==> src/rtl/fft16_pkg.sv <==
// Shared types and constants for the 16-point FFT frame controller.
package fft16_pkg;

    typedef enum logic [2:0] {
        ST_IDLE   = 3'd0,
        ST_LOAD   = 3'd1,
        ST_S0     = 3'd2,
        ST_S1     = 3'd3,
        ST_S2     = 3'd4,
        ST_S3     = 3'd5,
        ST_UNLOAD = 3'd6
    } fft16_state_t;

    localparam int N = 16;

    localparam logic [1:0] STG0     = 2'b00;
    localparam logic [1:0] STG1     = 2'b01;
    localparam logic [1:0] STG2     = 2'b10;
    localparam logic [1:0] STG3     = 2'b11;
    // Stage 11 is the only code the core can idle on without corrupting data.
    localparam logic [1:0] STG_IDLE = 2'b11;

endpackage

==> src/rtl/fft16_frame_ctrl.sv <==
// Wraps the open-loop 16-point FFT core controls in a valid/ready frame pipeline:
// load 16 samples, sequence four stages, unload 16 bins with a last marker.
module fft16_frame_ctrl
    import fft16_pkg::*;
#(
    parameter int WIDTH = 4,
    parameter int OUT_W = 38
) (
    input  logic                    clk,
    input  logic                    rst_n,
    input  logic                    s_valid,
    output logic                    s_ready,
    input  logic signed [WIDTH-1:0] s_real,
    input  logic signed [WIDTH-1:0] s_image,
    output logic signed [WIDTH-1:0] fft_in_real,
    output logic signed [WIDTH-1:0] fft_in_image,
    output logic                    fft_in_EN,
    output logic                    fft_start,
    output logic [1:0]              fft_Stage,
    output logic                    fft_out_EN,
    input  logic [1:0]              fft_Done,
    input  logic signed [OUT_W-1:0] fft_out_real,
    input  logic signed [OUT_W-1:0] fft_out_image,
    output logic                    m_valid,
    input  logic                    m_ready,
    output logic signed [OUT_W-1:0] m_real,
    output logic signed [OUT_W-1:0] m_image,
    output logic                    m_last,
    output logic                    busy,
    output logic                    seq_err
);

    localparam logic [3:0] LAST_IDX  = 4'(N - 1);
    localparam logic [4:0] REQ_TOTAL = 5'(N);

    fft16_state_t            state_reg, state_next;
    logic                    run_reg;
    logic [3:0]              load_cnt_reg;
    logic [3:0]              unload_cnt_reg;
    logic [4:0]              req_cnt_reg;
    logic                    inflight_reg;
    logic                    m_valid_reg;
    logic                    m_last_reg;
    logic signed [OUT_W-1:0] m_real_reg;
    logic signed [OUT_W-1:0] m_image_reg;
    logic                    chk_valid_reg;
    logic [1:0]              chk_stage_reg;
    logic                    seq_err_reg;
    logic                    in_stage;
    logic                    out_hs;

    assign fft_in_real  = s_real;
    assign fft_in_image = s_image;
    assign s_ready      = (state_reg == ST_LOAD);
    assign fft_in_EN    = s_valid & s_ready;
    // run_reg keeps fft_start low while reset is held and for the release edge.
    assign fft_start    = (state_reg == ST_IDLE) & run_reg;
    assign in_stage     = (state_reg == ST_S0) | (state_reg == ST_S1) |
                          (state_reg == ST_S2) | (state_reg == ST_S3);
    assign busy         = in_stage | (state_reg == ST_UNLOAD);
    assign out_hs       = m_valid_reg & m_ready;
    // One request in flight at most; the count cap keeps the core's index aligned.
    assign fft_out_EN   = (state_reg == ST_UNLOAD) & ~inflight_reg &
                          (~m_valid_reg | m_ready) & (req_cnt_reg != REQ_TOTAL);

    assign m_valid = m_valid_reg;
    assign m_last  = m_last_reg;
    assign m_real  = m_real_reg;
    assign m_image = m_image_reg;
    assign seq_err = seq_err_reg;

    always_comb begin
        fft_Stage = STG_IDLE;
        case (state_reg)
            ST_S0:   fft_Stage = STG0;
            ST_S1:   fft_Stage = STG1;
            ST_S2:   fft_Stage = STG2;
            ST_S3:   fft_Stage = STG3;
            default: fft_Stage = STG_IDLE;
        endcase
    end

    always_comb begin
        state_next = state_reg;
        case (state_reg)
            ST_IDLE:   if (run_reg) state_next = ST_LOAD;
            ST_LOAD:   if (fft_in_EN && load_cnt_reg == LAST_IDX) state_next = ST_S0;
            ST_S0:     state_next = ST_S1;
            ST_S1:     state_next = ST_S2;
            ST_S2:     state_next = ST_S3;
            ST_S3:     state_next = ST_UNLOAD;
            ST_UNLOAD: if (out_hs && m_last_reg) state_next = ST_IDLE;
            default:   state_next = ST_IDLE;
        endcase
    end

    always_ff @(posedge clk or negedge rst_n) begin
        if (!rst_n) begin
            state_reg      <= ST_IDLE;
            run_reg        <= 1'b0;
            load_cnt_reg   <= '0;
            unload_cnt_reg <= '0;
            req_cnt_reg    <= '0;
            inflight_reg   <= 1'b0;
            m_valid_reg    <= 1'b0;
            m_last_reg     <= 1'b0;
            m_real_reg     <= '0;
            m_image_reg    <= '0;
            chk_valid_reg  <= 1'b0;
            chk_stage_reg  <= STG_IDLE;
            seq_err_reg    <= 1'b0;
        end else begin
            state_reg     <= state_next;
            run_reg       <= 1'b1;
            inflight_reg  <= fft_out_EN;
            chk_valid_reg <= in_stage;
            chk_stage_reg <= fft_Stage;

            if (state_reg == ST_IDLE) begin
                load_cnt_reg <= '0;
            end else if (fft_in_EN) begin
                load_cnt_reg <= load_cnt_reg + 4'd1;
            end

            if (state_reg == ST_IDLE) begin
                req_cnt_reg <= '0;
            end else if (fft_out_EN) begin
                req_cnt_reg <= req_cnt_reg + 5'd1;
            end

            // The core presents the requested bin one cycle after fft_out_EN.
            if (state_reg == ST_IDLE) begin
                unload_cnt_reg <= '0;
            end else if (inflight_reg) begin
                unload_cnt_reg <= unload_cnt_reg + 4'd1;
            end

            if (inflight_reg) begin
                m_real_reg  <= fft_out_real;
                m_image_reg <= fft_out_image;
                m_valid_reg <= 1'b1;
                m_last_reg  <= (unload_cnt_reg == LAST_IDX);
            end else if (out_hs) begin
                m_valid_reg <= 1'b0;
                m_last_reg  <= 1'b0;
            end

            if (chk_valid_reg && fft_Done != chk_stage_reg) begin
                seq_err_reg <= 1'b1;
            end
        end
    end

endmodule

==> config.mk <==
export PLATFORM = sky130hd
export DESIGN_NAME = fft16_frame_ctrl
export DESIGN_NICKNAME = d
export VERILOG_FILES = /design/src/rtl/fft16_pkg.sv /design/src/rtl/fft16_frame_ctrl.sv
export SDC_FILE = /design/constraint.sdc
export NUM_CORES = 1
export LEC_CHECK = 0
export CAP_MARGIN = 5
export CELL_PAD_IN_SITES_DETAIL_PLACEMENT = 2
export CELL_PAD_IN_SITES_GLOBAL_PLACEMENT = 2
export CORE_MARGIN = 1.5
export CORE_UTILIZATION = 28
export CTS_CLUSTER_DIAMETER = 40
export DETAILED_ROUTE_END_ITERATION = 10
export PLACE_DENSITY_LB_ADDON = 0.1
export SETUP_SLACK_MARGIN = 0.05
export SYNTH_ARGS = -nofsm -noshare
export SYNTH_HDL_FRONTEND = slang
export SYNTH_SLANG_ARGS = --single-unit
==> constraint.sdc <==
create_clock -name clk -period 2.95 [get_ports clk]
set_input_delay 0.59 -clock clk [delete_from_list [all_inputs] [get_ports clk]]
set_output_delay 0.59 -clock clk [all_outputs]
set_load 0.1 [all_outputs]
After elaboration in Yosys (flattened, before gate mapping)
Index checks and enable logic that the tools add are counted.
{"block": "word_totals", "out_inout_bits": 94, "regBits": 100, "inputBits": 90}
{"block": "op_classes", "bitwise_logic": 13, "mux": 14, "reduce_logical": 9, "addsub": 3, "eq_ne": 13}
{"cell": "$pmux W3 S7", "count": 1}
{"cell": "$mux W4", "count": 4}
{"cell": "$mux W5", "count": 2}
{"cell": "$eq A3 B3 Y1 const B", "count": 3}
{"cell": "$mux W3", "count": 3}
{"cell": "$add A4 B1 Y4 const B", "count": 2}
{"cell": "$eq A4 B4 Y1 const B", "count": 2}
{"cell": "$reduce_bool A2 Y1", "count": 4}
{"cell": "$and A1 B1 Y1", "count": 6}
{"cell": "$eq A3 B2 Y1 const B", "count": 2}
{"cell": "$pmux W2 S3", "count": 1}
{"cell": "$add A5 B1 Y5 const B", "count": 1}
{"cell": "$ne A5 B5 Y1 const B", "count": 1}
{"cell": "$or A1 B1 Y1", "count": 5}
{"cell": "$ne A2 B1 Y1 const B", "count": 2}
{"cell": "$eq A3 B1 Y1 const B", "count": 1}
{"cell": "$logic_and A1 B1 Y1", "count": 3}
{"cell": "$logic_not A3 Y1", "count": 1}
{"cell": "$mux W1", "count": 3}
{"cell": "$reduce_and A3 Y1", "count": 1}
{"cell": "$ne A2 B2 Y1", "count": 1}
{"cell": "$ne A2 B2 Y1 const B", "count": 1}
{"cell": "$not A1 Y1", "count": 2}

Depth between registers and ports, before layout
Gate-level depths: netlist of run 1.
{"block": "logic_depth", "ltp_word": 6, "mapped_depth": 6, "mapped_depth_nobuf": 6}

Worst setup path after synthesis of run 1
OpenSTA, ideal clock, no wires.
{"block": "synth_path", "path_type": "register -> output", "startpoint": "register state_reg[1]", "endpoint": "output port s_ready", "path_slack_ns": -0.432, "stages_incl_launch_ff": 3, "t_required_ns": 2.360, "arrival_ns": 2.792, "cell_sequence": "dfrtp_1 > buf_6 > nor3b_1"}
{"block": "synth_between", "elab_chain_len": 1}
{"element": "from (decl)", "line": "fft16_frame_ctrl.sv:36", "source": "fft16_state_t state_reg, state_next;"}
{"element": "from (signal assigned)", "line": "fft16_frame_ctrl.sv:113", "source": "state_reg <= state_next;"}
{"element": "$eq A3 B1 Y1", "line": "fft16_frame_ctrl.sv:54", "source": "assign s_ready = (state_reg == ST_LOAD);"}
{"element": "to (decl)", "line": "fft16_frame_ctrl.sv:12", "source": "output logic s_ready,"}
No other way between the ends.

Final worst setup path of run 1
{"block": "layout_path", "startpoint": "register state_reg[1]", "endpoint": "output port busy"}
{"block": "layout_between", "elab_chain_len": 5, "elab_cells_between_ends": 9, "classes_between": "eq/ne (5); bitwise (4)"}
{"element": "$eq A3 B2 Y1", "line": "fft16_frame_ctrl.sv:58", "source": "assign in_stage = (state_reg == ST_S0) | (state_reg == ST_S1) |"}
{"element": "$or A1 B1 Y1 (2 in a row)", "line": "fft16_frame_ctrl.sv:58"}
{"element": "$or A1 B1 Y1", "line": "fft16_frame_ctrl.sv:59", "source": "(state_reg == ST_S2) | (state_reg == ST_S3);"}
{"element": "$or A1 B1 Y1 (*)", "line": "fft16_frame_ctrl.sv:60", "source": "assign busy = in_stage | (state_reg == ST_UNLOAD);"}
{"element": "to (decl)", "line": "fft16_frame_ctrl.sv:29", "source": "output logic busy,"}
Mark *: on every way between the ends. The rest lies on a longest branch, timed or not.

==> results of run 1 <==
==> per-stage QoR <==
stage | setup WS (ns) | hold slack (ns)
floorplan | 0.109 | 0.294
global placement | 0.590 | 0.456
detailed placement | 0.590 | 0.471
CTS | 0.468 | 0.222
global route | 0.385 | 0.227
finish | 0.520 | 0.209
==> worst max-delay path: stages (launching register included) <==
cell	delay, ns
dfrtp_1	0.63
inv_1	0.16
ha_1	0.34
nand2_1	0.07
buf_4	0.29
==> layout by cell type (no fill, tap or decap), types with 2 or more instances in the layout <==
master | synthesis | final
o21ai_1 | 2 | 2
ha_1 | 7 | 7
clkbuf_16 | 0 | 9
nand2b_1 | 2 | 2
clkinv_2 | 0 | 2
buf_12 | 0 | 4
buf_4 | 8 | 89
mux2_2 | 76 | 76
clkdlybuf4s50_1 | 0 | 80
nand4_1 | 4 | 4
nand3_1 | 2 | 2
xor2_1 | 6 | 6
xnor2_1 | 4 | 4
mux2i_1 | 3 | 3
nor3_1 | 2 | 2
dfrtp_1 | 98 | 97
inv_1 | 6 | 6
dfstp_2 | 2 | 2
nand2_1 | 13 | 13
nor2_1 | 8 | 8
o21ai_0 | 5 | 5
clkbuf_8 | 0 | 2
==> Yosys cell counts (all sizes together) (3+ instances only) <==
cell type | instances | share of area
buf | 21 | 0.035
dfrtp | 98 | 0.60
ha | 7 | 0.021
inv | 6 | 0.0055
mux2 | 76 | 0.21
mux2i | 3 | 0.0073
nand2 | 13 | 0.012
nand4 | 4 | 0.0061
nor2 | 9 | 0.0089
o21ai | 7 | 0.0086
xnor2 | 4 | 0.0086
xor2 | 6 | 0.013
==> routing by layer <==
layer / wire length [µm] / up-vias
met5: 0 / -
met4: 191 / 0
met2: 5380 / 118
met3: 1170 / 16
met1: 4140 / 1435
li1: - / 1292
==> power by group through the flow <==
| stage | clock network [mW] | registers, mW | logic (mW) |
|---|---|---|---|
| 3_3_place_gp | 0 | 1.56 | 1.08 |
| 4_1_cts | 1.26 | 1.54 | 1.09 |
| 2_1_floorplan | 0 | 1.97 | 0.386 |
| 5_1_grt | 1.31 | 1.56 | 1.13 |
| 6_report | 1.21 | 1.54 | 1.08 |
| 3_5_place_dp | 0 | 1.57 | 1.09 |
==> worst max path at each step <==
| stage | slack, ns | cells after the start | to |
|---|---|---|---|
| after CTS | 0.47 | 4 | busy |
| after floorplan | 0.11 | 2 | fft_out_EN |
| after detailed placement | 0.59 | 4 | fft_out_EN |
| after global routing | 0.39 | 4 | busy |
| after global placement | 0.59 | 4 | fft_out_EN |
| final | 0.52 | 4 | busy |
==> logic make-up (layout without fill, tap and decap cells) <==
family                     after synthesis  in the layout  share of synthesized area
muxes                                   79             79                      0.217
DFF                                    100            100                      0.612
other                                    1              1                   0.000917
xor gates and xnor gates                10             10                     0.0214
and+or+nand+nor                         45             45                     0.0676
buffers and inverters                   28            195                     0.0416
AOI/OAI and AO/OA                       12             12                     0.0181
adders and majority gates                7              7                     0.0214
==> area by class of cell <==
class                      instances  area [µm²]
clock inverter                     4        47.5
timing repair buffer             173        1550
sequential                       100        2510
fill                            1449        8070
clock buffer                      12         256
tap                              180         225
multi-input combinational        154        1420
inverter                           6        22.5
==> out/results.txt, run 1 <==
CTS tree - yes
# Max-Cap Violations - 0
# resized after CTS - 0
Min-Delay Path Class - input port to asynchronous set/reset pin
Worst-Margin Slew - 0.663 ns
Global-route wire length before repair - 16.6 mm
Initial core utilization - 0.290
Final cycle utilization of the critical path - 0.824
# H-tree levels - 3
Worst setup path startpoint - state_reg[1]
Critical Path AT - 1.84 ns
Iteration-0 DRC Markers - 37
Clk buf depth - 2
RR Startpoint - inflight_reg
Util after Layout - 0.428
Mapped Nets - 379
Routed WL - 10.9 mm
Placer Congestion - 0.711
Final Net Count - 541
Switching Share - 0.346
Vias per inst - 4.55
Layout cells sized above 1 - 0.437
DP Area - 5730 µm²
M3 GR Usage - 0.0742
ANT cells - 0
# rows - 43
Critical Path End Type - output port
TritonRoute pass-1 iters - 3
Overflow after GRT - 0
Clock power frac - 0.315
Clock root buffer - clkbuf_16
R2r worst-path depth - 2
Synth Register Bits - 100
Largest net degree at the start of global routing - 49
Setup violations, final - 0
Flop pwr share - 0.403
Antenna Nets Post-Route - 0
Run status - completed
Reg clk slew, reported paths - 0.07 ns
Worst VDD drop - 0.000384 V
Overall power - 3.83 mW
GR peak layer - met2
Fmax achieved - 0.412 GHz
Gate count of the mapped netlist - 282
Clk_lat worst skew - 0.34 ns
Avg Cell Area, Syn - 14.5 µm²
Power per cell area - 635 nW/µm²
Grt met2 use - 0.242
Main synth FF type - dfrtp_1
Async S/R FF share, synth - 1.00
Chip height - 124 µm
IO Pins - 184
RSZ-0062 raised after global routing - no
Met1 usage in global routing - 0.158
Initial antenna violation count - 0
Setup crit start kind - flip-flop
Synthesis Warnings - 0
Final slew viol count - 0
Min Tclk post-route - 2.43 ns
Worst Skew - 0.00567 ns
Hold buffer count at cts - 0
Global Route Usage Sum - 0.146
Port Buffers - 167
Sequential area share after synthesis - 0.612
Setup TNS - 0 ns
Worst reg2reg path endpoint - m_real[29]
Psw - 1.32 mW
Post-synth EDFFs - 0
Count of final hold-check violations - 0
Post-CTS setup buffers - 0
CTS buffer count - 9
Core box area - 14100 µm²
Distinct cells, synth - 40
Required time worst endpoint - 2.36 ns
Vias in the first global route - 3178
Mapped Area - 4090 µm²
Worst R2R Setup Slack - 0.98 ns
DP HPWL - 7.99 mm
Crit-path max FO - 12
CTS Sinks - 100
Internal Pwr Total - 2.50 mW
Via count - 2861
Post-route DRC - 0
Placed Cells - 613
Pleak - 2.68 nW
Worst slew margin - 0.558
Crit path kind - flip-flop to output port
DR WL/cell - 17.3 µm
Comb pwr share - 0.282
Final std cells w/o fill - 629
Syn-to-layout area delta - 47.4%
Die ar. - 15300 µm²
Final Cell Area - 6030 µm²
Die width - 124 µm
(Power assumes the default switching activity.)
==> run 2: changes to the inputs <==
Settings changed: CORE_UTILIZATION 28 to 24.
Clock period 2.95 ns to 2 ns, I/O delays scaled along.
==> run 2 against run 1 <==
Effect of this change: via count increased by 3.4%; highest routed layer unchanged; clock skew increased by 0.0024 ns; combinational power increased by 61%; critical endpoint is now fft_out_EN; the flow now finishes with violations (setup timing); first-iteration DRC count increased by 11%; clock power increased by 60%; critical path type unchanged; non-clock buffer count increased by 32; largest power group unchanged; setup slack got worse by 0.62 ns.
==> out/results.txt, run 2 (synthesized netlist as in run 1, its figures left out) <==
Run status - complete, but fails checks
Violated checks - setup timing
Hold buffer count at cts - 0 (unchanged)
Critical Path AT - 1.70 ns (-0.14 ns)
Antenna Nets Post-Route - 0 (unchanged)
Iteration-0 DRC Markers - 41 (+11%)
Routed WL - 11.3 mm (+3.7%)
Crit-path max FO - 2 (-10)
Via count - 2959 (+3.4%)
Commonest non-fill, non-tap cells in the layout - buf_4 (114), dfrtp_1 (94), clkdlybuf4s50_1 (80)
Count of final hold-check violations - 0 (unchanged)
Final cycle utilization of the critical path - 1.05
Worst VDD drop - 0.000333 V (-13%)
IO Pins - 184 (unchanged)
Initial core utilization - 0.246 (-0.0444)
DR WL/cell - 16.1 µm (-7.0%)
Power per cell area - 916 nW/µm² (+44%)
# H-tree levels - 3 (unchanged)
Crit path kind - flip-flop to output port
# rows - 47 (+9.3%)
Reg clk slew, reported paths - 0.07 ns (about the same)
Buf/Inv on CP - 2 (unchanged)
Fmax achieved - 0.476 GHz
Port Buffers - 167 (unchanged)
Final hold slack - 0.114 ns (-0.0944 ns)
Clk_lat worst skew - 0.34 ns (about the same)
Min-Delay Path Class - input port to asynchronous set/reset pin
Critical Path End Type - output port
Die ar. - 17800 µm² (+16%)
CTS tree - yes
Global Route Usage Sum - 0.130 (-0.0155)
Min Tclk post-route - 2.10 ns
Clock root buffer - clkbuf_16
DP HPWL - 7.88 mm (-1.4%)
Final Net Count - 573 (+5.9%)
Setup crit start kind - flip-flop
Overall power - 5.93 mW (+55%)
TritonRoute pass-1 iters - 4 (+1)
Overflow after GRT - 0 (unchanged)
Syn-to-layout area delta - 58.3%
CP Cell Sequence - inv_2 > ha_4 > and4bb_2 > nor4_4 > buf_12
Final slew viol count - 0 (unchanged)
Clk buf depth - 2 (unchanged)
Commonest non-fill, non-tap cell in the layout - buf_4
Vias per inst - 4.22 (-7.2%)
Layout cells sized above 1 - 0.499 (+0.0624)
Worst slew margin - 0.627 (+0.0685)
Setup ws final - -0.0988 ns (-0.619 ns)
Worst-Margin Slew - 0.560 ns (-0.103 ns)
Die width - 134 µm (+7.8%)
Util after Layout - 0.389 (-0.0388)
ANT cells - 0 (unchanged)
Vias in the first global route - 3414 (+7.4%)
Global-route wire length before repair - 17.9 mm (+8.0%)
Pleak - 2.89 nW (+7.8%)
Core box area - 16600 µm² (+18%)
Peak per-stage delay on the critical path - 0.37 ns (-0.26 ns)
Placer Congestion - 0.676 (-4.9%)
Setup violations, final - 2 (+2)
Chip height - 134 µm (+7.8%)
Largest net degree at the start of global routing - 101 (+110%)
# Max-Cap Violations - 0 (unchanged)
CTS Sinks - 100 (unchanged)
Post-route DRC - 0 (unchanged)
RSZ-0062 raised after global routing - yes
Worst Skew - 0.00808 ns (+0.00241 ns)
Required time worst endpoint - 1.60 ns (-0.76 ns)
Initial antenna violation count - 0 (unchanged)
Critical path's slowest cell - dfrtp_1
CTS buffer count - 9 (unchanged)
Worst path top cell family by delay - simple AND/OR/NAND/NOR gates
## run 2: cell types whose count changed in the layout (fill, tap and decap cells not counted), moves of 3 or more
cell     delta
buf_12      +5
inv_2       +3
dfrtp_2     +3
dfrtp_1     -3
buf_4      +25
inv_1       -3
## run 2: report_power, final
part | total (mW) | leakage (nW) | switching (mW) | internal (mW)
Clock | 1.94 | 0.162 | 0.775 | 1.17
Sequential | 2.25 | 1.19 | 0.0871 | 2.16
Combinational | 1.74 | 1.53 | 1.15 | 0.592
## run 2: metrics by stage
| stage | std cells | TNS [ns] | setup WS (ns) | area, µm² |
|---|---|---|---|---|
| global placement | 657 | 0 | 0.0436 | 5880 |
| global route | 701 | -0.366 | -0.187 | 6470 |
| floorplan | 282 | -1.75 | -0.422 | 4110 |
| CTS | 695 | -0.271 | -0.169 | 6420 |
| detailed placement | 657 | 0 | 0.0229 | 5880 |
| finish | 701 | -0.197 | -0.0988 | 6470 |
## run 2: timing repair
item | 4_1_cts | 5_1_grt
endpoints found under the setup margin | 4 | 7
pin swaps | 3 | 4
gates resized for setup | 11 | 3
buffers inserted | 22 | 6
## run 2: final cells by class
type | instances | area [µm²]
sequential | 100 | 2510
timing repair buffer | 205 | 1860
inverter | 6 | 22.5
fill | 1685 | 10200
tap | 220 | 275
clock inverter | 5 | 81.3
clock buffer | 11 | 253
multi-input combinational | 154 | 1470
## run 2: path summary, 6_finish.rpt
| path | depth (start not counted) | end | start | slack (ns) |
|---|---|---|---|---|
| hold reg to reg | 1 | seq_err | seq_err | 0.47 |
| hold / removal | 2 | m_image[33] | rst_n | 0.11 |
| setup / recovery | 5 | fft_out_EN | req_cnt_reg[1] | -0.1 |
| max in group asynchronous | 2 | m_valid | rst_n | 1.45 |
| min in group clk | 1 | seq_err | seq_err | 0.47 |
| setup reg to reg | 14 | req_cnt_reg[1] | req_cnt_reg[1] | -0.1 |
## run 2: per-layer routing
metal	wire length, µm	track usage	vias to the layer above	share of wire
li1	-	-	1345	-
met1	4270	0.144	1495	0.38
met2	5900	0.228	102	0.52
met3	869	0.0445	17	0.077
met4	240	0.0543	0	0.021
met5	0	0	-	0
